$ cat src/rtl/wb2axi4lite_bridge.sv
// rtl/wb2axi4lite_bridge.sv - Wishbone classic slave to AXI4-Lite master bridge with response timeout
module wb2axi4lite_bridge #(
  parameter int ADDR_WIDTH     = 32,
  parameter int DATA_WIDTH     = 32,
  parameter int TIMEOUT_CYCLES = 256
) (
  input  logic                    clk_i,
  input  logic                    rst_ni,
  input  logic [ADDR_WIDTH-1:0]   wb_adr_i,
  input  logic [DATA_WIDTH-1:0]   wb_dat_i,
  input  logic [DATA_WIDTH/8-1:0] wb_sel_i,
  input  logic                    wb_we_i,
  input  logic                    wb_cyc_i,
  input  logic                    wb_stb_i,
  output logic [DATA_WIDTH-1:0]   wb_dat_o,
  output logic                    wb_ack_o,
  output logic                    wb_err_o,
  output logic [ADDR_WIDTH-1:0]   m_axi_awaddr,
  output logic                    m_axi_awvalid,
  input  logic                    m_axi_awready,
  output logic [DATA_WIDTH-1:0]   m_axi_wdata,
  output logic [DATA_WIDTH/8-1:0] m_axi_wstrb,
  output logic                    m_axi_wvalid,
  input  logic                    m_axi_wready,
  input  logic [1:0]              m_axi_bresp,
  input  logic                    m_axi_bvalid,
  output logic                    m_axi_bready,
  output logic [ADDR_WIDTH-1:0]   m_axi_araddr,
  output logic                    m_axi_arvalid,
  input  logic                    m_axi_arready,
  input  logic [DATA_WIDTH-1:0]   m_axi_rdata,
  input  logic [1:0]              m_axi_rresp,
  input  logic                    m_axi_rvalid,
  output logic                    m_axi_rready
);
  localparam int SW = DATA_WIDTH / 8;
  localparam int CW = (TIMEOUT_CYCLES > 1) ? $clog2(TIMEOUT_CYCLES + 1) : 1;
  localparam logic [CW-1:0] TO_VAL = CW'(TIMEOUT_CYCLES);

  typedef enum logic [2:0] {IDLE, WR, WR_RESP, RD_ADDR, RD_DATA, DRAIN} state_t;

  state_t                r_state, w_state_n;
  logic [ADDR_WIDTH-1:0] r_addr, w_addr_n;
  logic [DATA_WIDTH-1:0] r_wdata, w_wdata_n;
  logic [SW-1:0]         r_wstrb, w_wstrb_n;
  logic                  r_we, w_we_n;
  logic                  r_awvalid, w_awvalid_n;
  logic                  r_wvalid, w_wvalid_n;
  logic                  r_bready, w_bready_n;
  logic                  r_arvalid, w_arvalid_n;
  logic                  r_rready, w_rready_n;
  logic                  r_ack, w_ack_n;
  logic                  r_err, w_err_n;
  logic [DATA_WIDTH-1:0] r_rdata, w_rdata_n;
  logic [CW-1:0]         r_cnt, w_cnt_n;

  logic w_aw_hs, w_w_hs, w_ar_hs, w_b_hs, w_r_hs;
  logic w_aw_done, w_w_done, w_ar_done, w_resp_hs, w_resp_err;
  logic w_unused;

  assign w_aw_hs    = r_awvalid & m_axi_awready;
  assign w_w_hs     = r_wvalid & m_axi_wready;
  assign w_ar_hs    = r_arvalid & m_axi_arready;
  assign w_b_hs     = r_bready & m_axi_bvalid;
  assign w_r_hs     = r_rready & m_axi_rvalid;
  // a channel is "done" once its valid is low after this edge
  assign w_aw_done  = ~r_awvalid | w_aw_hs;
  assign w_w_done   = ~r_wvalid | w_w_hs;
  assign w_ar_done  = ~r_arvalid | w_ar_hs;
  assign w_resp_hs  = w_b_hs | w_r_hs;
  // only resp[1] separates OKAY/EXOKAY from SLVERR/DECERR
  assign w_resp_err = w_b_hs ? m_axi_bresp[1] : m_axi_rresp[1];
  assign w_unused   = ^{m_axi_bresp[0], m_axi_rresp[0]};

  // state and registered outputs
  always_ff @(posedge clk_i or negedge rst_ni) begin
    if (!rst_ni) begin
      r_state   <= IDLE;
      r_addr    <= '0;
      r_wdata   <= '0;
      r_wstrb   <= '0;
      r_we      <= 1'b0;
      r_awvalid <= 1'b0;
      r_wvalid  <= 1'b0;
      r_bready  <= 1'b0;
      r_arvalid <= 1'b0;
      r_rready  <= 1'b0;
      r_ack     <= 1'b0;
      r_err     <= 1'b0;
      r_rdata   <= '0;
      r_cnt     <= '0;
    end else begin
      r_state   <= w_state_n;
      r_addr    <= w_addr_n;
      r_wdata   <= w_wdata_n;
      r_wstrb   <= w_wstrb_n;
      r_we      <= w_we_n;
      r_awvalid <= w_awvalid_n;
      r_wvalid  <= w_wvalid_n;
      r_bready  <= w_bready_n;
      r_arvalid <= w_arvalid_n;
      r_rready  <= w_rready_n;
      r_ack     <= w_ack_n;
      r_err     <= w_err_n;
      r_rdata   <= w_rdata_n;
      r_cnt     <= w_cnt_n;
    end
  end

  // next state, channel bookkeeping, termination and timeout
  always_comb begin
    w_state_n   = r_state;
    w_addr_n    = r_addr;
    w_wdata_n   = r_wdata;
    w_wstrb_n   = r_wstrb;
    w_we_n      = r_we;
    w_awvalid_n = r_awvalid;
    w_wvalid_n  = r_wvalid;
    w_bready_n  = r_bready;
    w_arvalid_n = r_arvalid;
    w_rready_n  = r_rready;
    w_ack_n     = 1'b0;
    w_err_n     = 1'b0;
    w_rdata_n   = r_rdata;
    w_cnt_n     = r_cnt;

    // outside IDLE each AXI channel runs the same way whether the request is live or draining
    if (r_state != IDLE) begin
      if (w_aw_hs) w_awvalid_n = 1'b0;
      if (w_w_hs)  w_wvalid_n  = 1'b0;
      if (w_ar_hs) w_arvalid_n = 1'b0;
      if (r_we) begin
        if (w_b_hs)                      w_bready_n = 1'b0;
        else if (w_aw_done && w_w_done)  w_bready_n = 1'b1;
      end else begin
        if (w_r_hs)                      w_rready_n = 1'b0;
        else if (w_ar_done)              w_rready_n = 1'b1;
      end
    end

    case (r_state)
      IDLE: begin
        w_cnt_n = '0;
        // the cycle carrying ack/err still shows the old strobe; only the cycle after is a new request
        if (wb_cyc_i && wb_stb_i && !r_ack && !r_err) begin
          w_addr_n  = wb_adr_i;
          w_wdata_n = wb_dat_i;
          w_wstrb_n = wb_sel_i;
          w_we_n    = wb_we_i;
          if (wb_we_i) begin
            w_awvalid_n = 1'b1;
            w_wvalid_n  = 1'b1;
            w_state_n   = WR;
          end else begin
            w_arvalid_n = 1'b1;
            w_state_n   = RD_ADDR;
          end
        end
      end
      WR, WR_RESP, RD_ADDR, RD_DATA: begin
        w_cnt_n = r_cnt + 1'b1;
        if (w_resp_hs) begin
          w_state_n = IDLE;
          if (wb_cyc_i) begin
            w_ack_n = ~w_resp_err;
            w_err_n = w_resp_err;
            if (w_r_hs) w_rdata_n = m_axi_rdata;
          end
        end else if (!wb_cyc_i) begin
          w_state_n = DRAIN;
        end else if ((TIMEOUT_CYCLES != 0) && (w_cnt_n == TO_VAL)) begin
          w_err_n   = 1'b1;
          w_state_n = DRAIN;
        end else if (r_state == WR && w_aw_done && w_w_done) begin
          w_state_n = WR_RESP;
        end else if (r_state == RD_ADDR && w_ar_done) begin
          w_state_n = RD_DATA;
        end
      end
      DRAIN: begin
        if (w_resp_hs) w_state_n = IDLE;
      end
      default: w_state_n = IDLE;
    endcase
  end

  assign wb_dat_o      = r_rdata;
  assign wb_ack_o      = r_ack;
  assign wb_err_o      = r_err;
  assign m_axi_awaddr  = r_addr;
  assign m_axi_awvalid = r_awvalid;
  assign m_axi_wdata   = r_wdata;
  assign m_axi_wstrb   = r_wstrb;
  assign m_axi_wvalid  = r_wvalid;
  assign m_axi_bready  = r_bready;
  assign m_axi_araddr  = r_addr;
  assign m_axi_arvalid = r_arvalid;
  assign m_axi_rready  = r_rready;
endmodule

$ cat config.mk
export PLATFORM = sky130hd
export DESIGN_NAME = wb2axi4lite_bridge
export DESIGN_NICKNAME = d
export VERILOG_FILES = /design/src/rtl/wb2axi4lite_bridge.sv
export SDC_FILE = /design/constraint.sdc
export NUM_CORES = 1
export LEC_CHECK = 0
export ABC_AREA = 0
export BUFFER_PORTS_ARGS = -buffer_cell sky130_fd_sc_hd__buf_4
export CAP_MARGIN = 20
export CORE_MARGIN = 2
export CORE_UTILIZATION = 40
export CTS_BUF_LIST = sky130_fd_sc_hd__clkbuf_4
export CTS_CLUSTER_DIAMETER = 120
export CTS_CLUSTER_SIZE = 25
export DETAILED_ROUTE_END_ITERATION = 8
export HOLD_SLACK_MARGIN = 0.12
export PLACE_DENSITY = 0.71
export SYNTH_ARGS = -nofsm -noshare
export SYNTH_HDL_FRONTEND = slang
export SYNTH_SLANG_ARGS = --single-unit
$ cat constraint.sdc
create_clock -name clk_i -period 3.15 [get_ports clk_i]
set_clock_uncertainty 0.1 [all_clocks]
set_input_delay 0.315 -clock clk_i [delete_from_list [all_inputs] [get_ports clk_i]]
set_output_delay 0.315 -clock clk_i [all_outputs]
set_load 0.02 [all_outputs]
==> results_dict.tcl, run 1 <==
set metrics [dict create \
    status "finished, final reports clean" \
    dieArea_um2 13900 \
    cp_common_cell "a21oi_1" \
    fin_crit_ns 2.84 \
    ys_warn_count 0 \
    clk_pin_slew_ns 0.10 \
    cp_top_family "buffers and inverters" \
    min_period_over_period_pct 90.1 \
    cts.sink_count 120 \
    initial_utilization_pct 41.0 \
    io_pins 253 \
    ys_ff_latch 120 \
    p_per_area_nw_per_um2 941 \
    top_usage_layer "met2" \
    yosysTopAreaCellShare_pct 57.8 \
    syn_to_final_growth_pct 63.1 \
    grt_remaining_overflow 0 \
    hold_violations 0 \
    drt_wl_total_um 14800 \
    regArea_um2 3000 \
    syn-mean-instance-area_um2 13.5 \
    rows 41 \
    synthArstFlopShare_pct 100 \
    critPathLaunchType "register" \
    clk_latency_ns 0.53 \
    die_w_um 118 \
    drt_first_pass_iters 5 \
    grt_pass1_wl_um 24600 \
    rsz0062_at_grt "no" \
    fillCellCount 877 \
    synth_largest_area_cell "dfrtp_1" \
    gp_congestion 0.818 \
    endpoint_kind "register" \
    crit_chain "inv_2 > nand2_1 > nor2_4 > buf_4 > a21oi_1 > a21oi_1 > dlygate4sd3_1" \
    slowest_delay_ns 0.57 \
    drt_iter0_drc 125 \
    grt_pass1_vias 4870 \
    crit_buf_inv 3 \
    path_class "register to register" \
    cp_data_required_time_ns 3.52 \
    synth_area_leaders "dfrtp_1, mux2_1, buf_4" \
    layout_setup_ws_ns 0.312 \
    max_freq_mhz 352 \
    ant_nets 0 \
    htreeDepth 4 \
    tightest_slew_ns 0.772 \
    synth_top_flop_cell "dfrtp_1" \
    path_max_fanout 13 \
    cp.arrival_ns 3.20 \
    num_vias 4332 \
    p_leak_nw 4.03 \
    netlist_instances 384 \
    cts_buffers 17 \
    place_ws_ns 0.627 \
    setup_viol_count_final 0 \
    synthesis.area_um2 5190 \
    synth_common_cells "dfrtp_1, mux2_1, buf_4" \
    via_per_inst 4.78 \
    slowest_stage "dfrtp_1" \
    dp_hpwl_um 9590 \
    synth.most_common_cell "dfrtp_1" \
    cts_setup_buffers 0 \
    grtUsageTotal_pct 22.3 \
    globalRouteMet3Util_pct 6.20 \
    max-slew-margin-rel_pct 48.6 \
    hold_class "primary input to register" \
    cts_buffer_depth 2 \
    yosysUniqueCellTypes 46 \
    num-nets-final 839 \
    ir_drop_uv 535 \
    use_met2_pct 40.1 \
    antenna_found_initial 1 \
    hold_depth 4 \
    maxCapViolCount 0 \
    yosysSeqAreaShare_pct 57.8 \
    cts_root_buf "clkbuf_4" \
    drc_errors 0 \
    syn-num-nets 500 \
    cp.depth 7 \
    cts_tree "yes" \
    core_area_um2 12700 \
    grt_max_degree 62 \
    fin_setup_tns_ns 0 \
    port_buffers 250 \
    wl_per_cell_um 16.3 \
    use_met1_pct 24.8 \
    die_y_um 118 \
    multiInputGateArea_um2 1840 \
    finalMaxSlewViolations 0 \
    r2r_cells 7 \
    synth_edf_count 0 \
    final_layout_size_suffix_gt1_share_pct 40.5 \
]
==> final cells by class <==
class                      instances  share of cell area, %
antenna                            1                 0.0295
clock buffer                      18                   1.60
clock inverter                    12                   1.60
inverter                           6                  0.266
multi-input combinational        207                   21.7
sequential                       120                   35.5
tap                              172                   2.54
timing repair buffer             371                   36.8
==> path summary, 6_finish.rpt <==
check / end / from / slack (ns)
max in group asynchronous: m_axi_araddr[14] / rst_ni / 1.81
hold reg to reg: m_axi_wdata[28] / m_axi_wdata[28] / 0.39
setup reg to reg: m_axi_wvalid / r_state[2] / 0.31
min in group asynchronous: m_axi_wstrb[1] / rst_ni / 0.29
setup / recovery: m_axi_wvalid / r_state[2] / 0.31
hold / removal: m_axi_rready / m_axi_arready / 0.17
==> layer usage <==
| metal | vias up | part of all wire [%] |
|---|---|---|
| met4 | 0 | 2.2 |
| li1 | 2009 | - |
| met3 | 27 | 5.2 |
| met1 | 2125 | 38 |
| met5 | - | 0 |
| met2 | 171 | 54 |
==> worst reg2reg max path, stage by stage, from the launching register on <==
cell	delay (ns)
dfrtp_1	0.57
inv_2	0.20
nand2_1	0.36
nor2_4	0.56
buf_4	0.23
a21oi_1	0.07
a21oi_1	0.12
dlygate4sd3_1	0.57
==> sequential cells by signal, summed over array words and instances (netlist names) <==
signal         count
m_axi_araddr      32
m_axi_arvalid      1
m_axi_awvalid      1
m_axi_bready       1
m_axi_rready       1
m_axi_wdata       32
m_axi_wstrb        4
m_axi_wvalid       1
r_cnt              9
r_state            3
r_we               1
wb_ack_o           1
wb_dat_o          32
wb_err_o           1
==> cells in the final DEF, fill, tap and decap left out, types with 3 or more instances in the layout <==
cell type and count:
a211oi_1 3, a21oi_1 20, buf_12 4, buf_4 254
bufinv_16 3, clkbuf_4 18, clkinv_2 6, dfrtp_1 120
dlygate4sd3_1 113, inv_1 5, mux2_1 101, nand2_1 12
nand3_1 8, nand4_1 3, nor2_1 11, nor3_1 3
o21ai_0 5, o21ai_1 4
==> where the power goes <==
group	total (mW)	switching (mW)	internal, mW
registers	2.80	0.535	2.27
clock network	1.09	0.558	0.536
logic	4.08	2.19	1.89
total	7.97	3.28	4.69
==> metrics by stage <==
stage               area (um^2)  hold WS [ns]  cells  utilization, %  total power [mW]
floorplan                  5190       -0.0806    384               -              5.10
global placement           7070         0.325    763            55.8              6.63
detailed placement         7070         0.339    763            55.8              6.74
CTS                        8470         0.125    906            66.8              7.98
global route               8470         0.144    907            66.8              8.42
finish                     8470         0.169    907            66.8              7.97
==> timing repair <==
item,4_1_cts,5_1_grt
gates resized for setup,0,0
endpoints found under the hold margin,171,0
hold buffers,113,0
==> logic make-up (layout without fill, tap and decap cells) <==
kind of cell	after synthesis	count (layout)	synth area share [%]
fa+ha+maj	2	2	0.482
buf+inv	57	407	6.94
other cells	0	1	0
simple gates	51	51	5.44
flops	120	120	57.8
mux	102	102	22.1
xor+xnor	3	3	0.651
compound gates	49	49	6.58
Note: power is estimated with default switching activity, not from simulation.
==> run 2, diff against run 1 <==
BUFFER_PORTS_ARGS = -buffer_cell sky130_fd_sc_hd__buf_2   (was -buffer_cell sky130_fd_sc_hd__buf_4)
REMOVE_ABC_BUFFERS = 1   (was default)
==> results_dict.tcl, run 2 (synthesis gave the netlist of run 1 again) <==
set metrics [dict create \
    wl_met2_um 7510 \
    grtUsageTotal_pct 21.4 \
    setup_viol_count_final 0 \
    cts_tree "yes" \
    core_area_um2 12700 \
    cp_data_required_time_ns 3.51 \
    grt_pass1_wl_um 23600 \
    cts_buffers 17 \
    path_class "register to register" \
    critPathLaunchType "register" \
    hold_violations 0 \
    finalInstanceArea_um2 7770 \
    port_buffers 250 \
    dieArea_um2 13900 \
    cp.arrival_ns 3.15 \
    num_vias 4323 \
    cts.sink_count 120 \
    power_frac_comb_pct 48.4 \
    die_y_um 118 \
    antenna_found_initial 1 \
    final_layout_size_suffix_gt1_share_pct 39.6 \
    grt_remaining_overflow 0 \
    clock_power_share_pct 14.0 \
    via_per_inst 4.79 \
    drt_wl_total_um 14200 \
    status "finished, final reports clean" \
    max-slew-margin-rel_pct 54.8 \
    p_per_area_nw_per_um2 936 \
    rows 41 \
    num-nets-final 834 \
    wl_per_cell_um 15.7 \
    dr.max_layer_used "met4" \
    gp_congestion 0.824 \
    dp_hpwl_um 8810 \
    drc_errors 0 \
    p_sw_mw 3.19 \
    p_leak_nw 3.78 \
    place_ws_ns 0.689 \
    ir_drop_uv 466 \
    initial_utilization_pct 41.0 \
    clk_pin_slew_ns 0.10 \
    max_freq_mhz 358 \
    hold_class "primary input to register" \
    grt_pass1_vias 4714 \
    route.met3.wl_um 675 \
    maxCapViolCount 0 \
    placed_area_um2 6380 \
    path_max_fanout 68 \
    syn_to_final_growth_pct 49.5 \
    endpoint_kind "register" \
    cts_root_buf "clkbuf_4" \
    pwr-share-seq_pct 37.6 \
    tightest_slew_ns 0.679 \
    layout_commonest_cell "buf_2" \
    grt_max_degree 69 \
    finalMaxSlewViolations 0 \
    intPower_mw 4.08 \
    rsz0062_at_grt "no" \
    io_pins 253 \
    fillCellCount 966 \
    layout_common_cells "buf_2, dfrtp_1, dlygate4sd3_1" \
    htreeDepth 4 \
    min_period_over_period_pct 88.6 \
    swShare_pct 43.9 \
    power.total_mw 7.27 \
    cts_setup_buffers 0 \
    drt_iter0_drc 195 \
    final_util_pct 61.3 \
    drt_first_pass_iters 4 \
    cts_buffer_depth 2 \
    clk_latency_ns 0.51 \
    ant_nets 0 \
    die_w_um 118 \
    layout_setup_ws_ns 0.358 \
    fin_crit_ns 2.79 \
    drt-met1-wl_um 5640 \
]
-- run 2: changes by cell type in the layout (fill, tap and decap cells not counted), sizes merged --
cell | before | now
buf | 258 | 253
clkinvlp | 1 | 3
clkinv | 8 | 7
clkbuf | 18 | 19
bufinv | 3 | 2
-- run 2: power by group through the flow --
stage,combinational [mW],clock (mW),sequential (mW)
floorplan,0.957,0,3.83
global placement,3.32,0,2.68
detailed placement,3.38,0,2.74
CTS,3.51,1.06,2.71
global route,3.76,1.12,2.83
finish,3.52,1.02,2.73
-- run 2: repair_timing --
action / CTS / global route
hold endpoints to repair: 162 / 0
endpoints found under the setup margin: 0 / 0
gates resized for setup: 0 / 0
hold buffers: 113 / 0
-- run 2: metrics by stage --
stage / hold slack [ns] / instances / setup TNS [ns]
CTS: 0.132 / 902 / 0
global route: 0.198 / 903 / 0
finish: 0.190 / 903 / 0
detailed placement: 0.300 / 758 / 0
global placement: 0.282 / 758 / 0
floorplan: -0.0806 / 333 / -102.94
-- run 2: layer usage --
| metal | vias to the layer above | track usage [%] |
|---|---|---|
| li1 | 1998 | - |
| met1 | 2117 | 23.4 |
| met2 | 171 | 38.2 |
| met3 | 37 | 5.96 |
| met4 | 0 | 9.94 |
| met5 | - | 0 |
-- run 2: cell type report --
class,count,area [um^2],area share (%)
sequential,120,3000,38.7
tap,172,215,2.77
antenna,1,2.50,0.0322
clock inverter,12,110,1.42
inverter,6,22.5,0.290
timing repair buffer,366,2430,31.3
multi-input combinational,207,1840,23.7
clock buffer,19,143,1.84
-- run 2: final timing paths --
check	start	end	slack, ns	depth (start not counted)
min in group asynchronous	rst_ni	wb_dat_o[1]	0.26	2
worst min-delay path	m_axi_arready	m_axi_rready	0.19	4
worst min register to register	m_axi_wdata[27]	m_axi_wdata[27]	0.39	1
max in group asynchronous	rst_ni	m_axi_wstrb[3]	1.88	3
worst max register to register	r_state[1]	m_axi_wvalid	0.36	7
worst max-delay path	r_state[1]	m_axi_wvalid	0.36	7
-- run 2: critical path, stage by stage, from the launching register on --
cell and delay [ns]:
dfrtp_1 0.43, nor2_2 0.27, nand2_1 0.38, nor2_4 0.33
buf_12 0.33, a21oi_1 0.14, a21oi_1 0.15, dlygate4sd3_1 0.57
